$ cat config.mk
export PLATFORM = sky130hd
export DESIGN_NAME = uart_byte_rx
export DESIGN_NICKNAME = d
export VERILOG_FILES = /design/src/rtl/uart_byte_rx.sv
export SDC_FILE = /design/constraint.sdc
export NUM_CORES = 1
export LEC_CHECK = 0
export CORE_MARGIN = 2
export CORE_UTILIZATION = 60
export DETAILED_ROUTE_END_ITERATION = 10
export PLACE_DENSITY = 0.81
export REMOVE_ABC_BUFFERS = 1
export SLEW_MARGIN = 20
export SYNTH_ARGS = -nofsm -noshare
export SYNTH_HDL_FRONTEND = slang
export SYNTH_SLANG_ARGS = --single-unit
$ cat constraint.sdc
create_clock -name clk -period 6.6 [get_ports clk]
set_input_delay 1.32 -clock clk [delete_from_list [all_inputs] [get_ports clk]]
set_output_delay 1.32 -clock clk [all_outputs]
set_load 0.01 [all_outputs]
$ cat src/rtl/uart_byte_rx.sv
// 8N1 UART receiver, LSB first, 16x oversampled with 3-sample majority vote
// at mid-bit. Emits each good byte with a one-cycle rx_done strobe.
module uart_byte_rx #(
  parameter int CLOCK_FREQ = 50_000_000,
  parameter int BAUD       = 9600,
  parameter int OVERSAMPLE = 16,
  parameter int DIV        = CLOCK_FREQ / (BAUD * OVERSAMPLE) - 1
) (
  input  logic       clk,
  input  logic       reset_n,
  input  logic       uart_rx,
  output logic [7:0] rx_data,
  output logic       rx_done,
  output logic       frame_err,
  output logic       rx_busy
);
  localparam int TW = (DIV < 1) ? 1 : $clog2(DIV + 1);
  localparam int SW = $clog2(OVERSAMPLE);
  localparam logic [TW-1:0] DIV_T = TW'(DIV);

  typedef enum logic [1:0] {IDLE, START, DATA, STOP} state_t;
  state_t state, state_nxt;

  logic          sync1, sync2, hist;
  logic [TW-1:0] tick_cnt;
  logic [SW-1:0] sub_cnt;
  logic          s7, s8;
  logic [7:0]    shift;
  logic [2:0]    bit_idx;
  logic          start_clr, shift_en, good, bad;

  wire tick    = (tick_cnt == DIV_T);
  wire fall    = hist & ~sync2;
  wire dec_pt  = tick && (sub_cnt == SW'(9));
  wire bit_val = (s7 & s8) | (s7 & sync2) | (s8 & sync2);

  assign rx_busy = (state != IDLE);

  always_comb begin
    state_nxt = state;
    start_clr = 1'b0;
    shift_en  = 1'b0;
    good      = 1'b0;
    bad       = 1'b0;
    case (state)
      IDLE:  if (fall) begin
               state_nxt = START;
               start_clr = 1'b1;
             end
      START: if (dec_pt) state_nxt = bit_val ? IDLE : DATA;
      DATA:  if (dec_pt) begin
               shift_en = 1'b1;
               if (bit_idx == 3'd7) state_nxt = STOP;
             end
      STOP:  if (dec_pt) begin
               state_nxt = IDLE;
               good      = bit_val;
               bad       = ~bit_val;
             end
      default: state_nxt = IDLE;
    endcase
  end

  always_ff @(posedge clk or negedge reset_n) begin
    if (!reset_n) begin
      state     <= IDLE;
      sync1     <= 1'b1;
      sync2     <= 1'b1;
      hist      <= 1'b1;
      tick_cnt  <= '0;
      sub_cnt   <= '0;
      s7        <= 1'b1;
      s8        <= 1'b1;
      shift     <= '0;
      bit_idx   <= '0;
      rx_data   <= '0;
      rx_done   <= 1'b0;
      frame_err <= 1'b0;
    end else begin
      state <= state_nxt;
      sync1 <= uart_rx;
      sync2 <= sync1;
      hist  <= sync2;
      // Counters restart on the detected edge so sub_cnt 7..9 lands mid-bit
      if (start_clr) begin
        tick_cnt <= '0;
        sub_cnt  <= '0;
      end else if (tick) begin
        tick_cnt <= '0;
        sub_cnt  <= sub_cnt + SW'(1);
      end else begin
        tick_cnt <= tick_cnt + TW'(1);
      end
      if (tick && sub_cnt == SW'(7)) s7 <= sync2;
      if (tick && sub_cnt == SW'(8)) s8 <= sync2;
      if (start_clr) bit_idx <= '0;
      else if (shift_en) bit_idx <= bit_idx + 3'd1;
      if (shift_en) shift[bit_idx] <= bit_val;
      rx_done   <= good;
      frame_err <= bad;
      if (good) rx_data <= shift;
    end
  end
endmodule

==> summary.md <==
| Metric | Value |
|---|---|
| Fin worst setup slack | 3670 ps |
| WS Path Type | reg -> out |
| Final hold violations | 0 |
| Post-Route WL | 2810 um |
| Leak Pwr | 0.955 nW |
| Worst Path Max Fanout | 7 |
| Initial DRC count | 41 |
| Buffers on Ports | 13 |
| Outcome | complete, no violations |
| Top cell type's share of synthesized area | 48.1% |
| Top cells by area, synth | dfrtp_1, mux2_1, dfstp_2, ha_1, xnor2_1 |
| Worst setup SP type | flip-flop |
| Hold Path Class | reg -> reg |
| Placed cells | 195 |
| Standard-cell rows | 20 |
| Clock Sinks | 41 |
| Detailed placement HPWL | 1990 um |
| Vias in the first global route | 1,097 |
| Via density | 5.71 |
| RR Startpoint | tick_cnt[3] |
| Synthesis warning total | 0 |
| Max Cap Viol | 0 |
| Die Ht | 59.9 um |
| Clk slew on worst S/H paths | 110 ps |
| Crit. Startpoint | state[0] |
| DRC viols | 0 |
| CTS tree | yes |
| Initial antenna violation count | 0 |
| Core Box Area | 0.00300 mm2 |
| Die ar. | 0.00358 mm2 |
| Largest net degree at the start of global routing | 42 |
| Post-synthesis sequential element count | 41 |
| Synth Instances | 154 |
| Pint | 0.357 mW |
| Mapped cell area | 0.00187 mm2 |
| Die width | 59.9 um |
| Hold Crit Start | sync1 |
| # fillers | 217 |
| Postcts setup bufs | 0 |
| Pre-Repair DR Iteration Count | 4 |
| First-pass GRT wire length | 4770 um |
| Hold_buf cts | 0 |
| Post-synth ARST share | 100% |
| Prevailing post-synth register cell | dfrtp_1 |
| Comb pwr share | 12.7% |
| Psw | 0.131 mW |
| Setup-failing EPs final | 0 |
| Io pins | 14 |
| PwrDens | 235 mW/mm2 |
| Sequential area share after synthesis | 55.1% |
| Area grow syn2layout | 10.9% |
| Post-Syn Area per Cell | 12.2 um2 |
| Skew-Pair Late Insertion Delay | 340 ps |
| RSZ-0062 raised after global routing | no |
| GRT Total Usage | 18.4% |
| Period Utilization, post-route | 44.3% |
| Final min period | 2930 ps |
| Final setup skew | 10.8 ps |
| Switching part of the total | 26.9% |
| # diodes | 0 |
| Nets | 179 |
| Cell taking the most area after synthesis | dfrtp_1 |
| Final Max Tran Viols | 0 |
| Routed via count | 1,159 |
| Max clock buf depth | 2 |
| Worst-Margin Slew | 890 ps |
| Count of cell types in the netlist | 36 |
| Place WS | 4050 ps |
| Antenna Violating Nets Remaining | 0 |
| Worst Path Required | 5280 ps |
| Total negative slack | 0 ps |
| Flop pwr share | 59.3% |
| Most common cell after layout, fill and taps aside | dfrtp_1 |
| Gpl congestion | 0.809 |
| Crit path capture type | output pin |
| Slew HR | 40.6% |
| Starting density of the core | 62.4% |
| Avg WL per Cell | 13.8 um |
| CTS Root Cell | clkbuf_4 |
| Worst EP arrival | 1610 ps |
| Post_cts resized | 0 |
| Finished Layout Cells | 203 |
| Share of layout cells above drive strength 1 | 14.1% |
| IR drop worst, VDD | 153 uV |
| Most frequent cells in the layout | dfrtp_1, nor2_1, mux2_1 |
| Max Fclk | 0.342 GHz |
| CTS H-Tree Depth | 2 |
| TritonCTS Buffers | 5 |
| Grt total ovfl | 0 |
| Post-synth EDFFs | 0 |
| Clock power frac | 28.1% |
## state kept, by name, indices dropped and copies added, names as in the netlist, 3 cells and up, named ones only
name and cells:
bit_idx 3, rx_data 8, shift 8, sub_cnt 4, tick_cnt 9
## cell type report
| class | count | area, um2 | share of cell area [%] |
|---|---|---|---|
| flip-flops and latches | 41 | 1030 | 49.7 |
| multi-input cells | 102 | 786 | 37.8 |
| repair buffers | 13 | 125 | 6.02 |
| clock buffers | 7 | 65.1 | 3.13 |
| well taps | 33 | 41.3 | 1.99 |
| inverters | 6 | 22.5 | 1.08 |
| clock inverters | 1 | 5.00 | 0.241 |
## kinds of logic (layout without fill, tap and decap cells)
group | after synthesis | in the layout | synth area share [%]
AND/OR/NAND/NOR | 57 | 57 | 18.0
XOR/XNOR | 10 | 10 | 4.68
buffers and inverters | 11 | 27 | 2.94
multiplexers | 20 | 20 | 12.0
flip-flops | 41 | 41 | 55.1
adder cells (fa/ha/maj) | 8 | 8 | 5.21
AO/OA/AOI/OAI | 7 | 7 | 2.07
## path summary, 6_finish.rpt
kind	end	slack, ps	cells after the start
setup / recovery	rx_busy	3670	2
hold / removal	sync2	370	0
setup reg to reg	shift[4]	4100	4
hold reg to reg	sync2	370	0
max in group asynchronous	sub_cnt[1]	4960	1
min in group asynchronous	shift[0]	1090	1
## metrics by stage
stage | power, mW | hold WS (ps) | area, um2 | util, %
finish | 0.488 | 373 | 2080 | 69.2
global placement | 0.352 | 346 | 2010 | 66.8
floorplan | 0.336 | 345 | 1840 | -
CTS | 0.497 | 372 | 2080 | 69.2
detailed placement | 0.356 | 356 | 2010 | 66.8
global route | 0.519 | 379 | 2080 | 69.2
## metal layers
metal / up-vias / track usage [%] / routed length [um]
met3: 7 / 5.84 / 89
met5: - / 0 / 0
met4: 0 / 7.62 / 53
met1: 572 / 21.4 / 1240
li1: 565 / - / -
met2: 15 / 31.1 / 1420
## Yosys cell counts, types with 2 or more instances
library cell,instances
dfrtp_1,36
nor2_1,17
mux2_1,14
nand2_1,11
xnor2_1,8
ha_1,7
inv_1,6
nand4b_1,6
dfstp_2,5
mux2_2,5
nand3_1,5
nor3_1,4
o21ai_0,3
a21oi_1,2
buf_2,2
nand3b_1,2
xor2_1,2
## power groups by stage
stage / sequential, mW / clock (mW) / combinational, mW
floorplan: 0.290 / 0 / 0.0467
global placement: 0.292 / 0 / 0.0602
detailed placement: 0.294 / 0 / 0.0625
CTS: 0.289 / 0.145 / 0.0629
global route: 0.293 / 0.153 / 0.0733
finish: 0.289 / 0.137 / 0.0618
## worst max-delay path, cell delays in order (launching register included)
cell and delay [ps]:
dfrtp_1 450, or2_2 330, clkdlybuf4s50_1 480
Note: power is estimated with default switching activity, not from simulation.
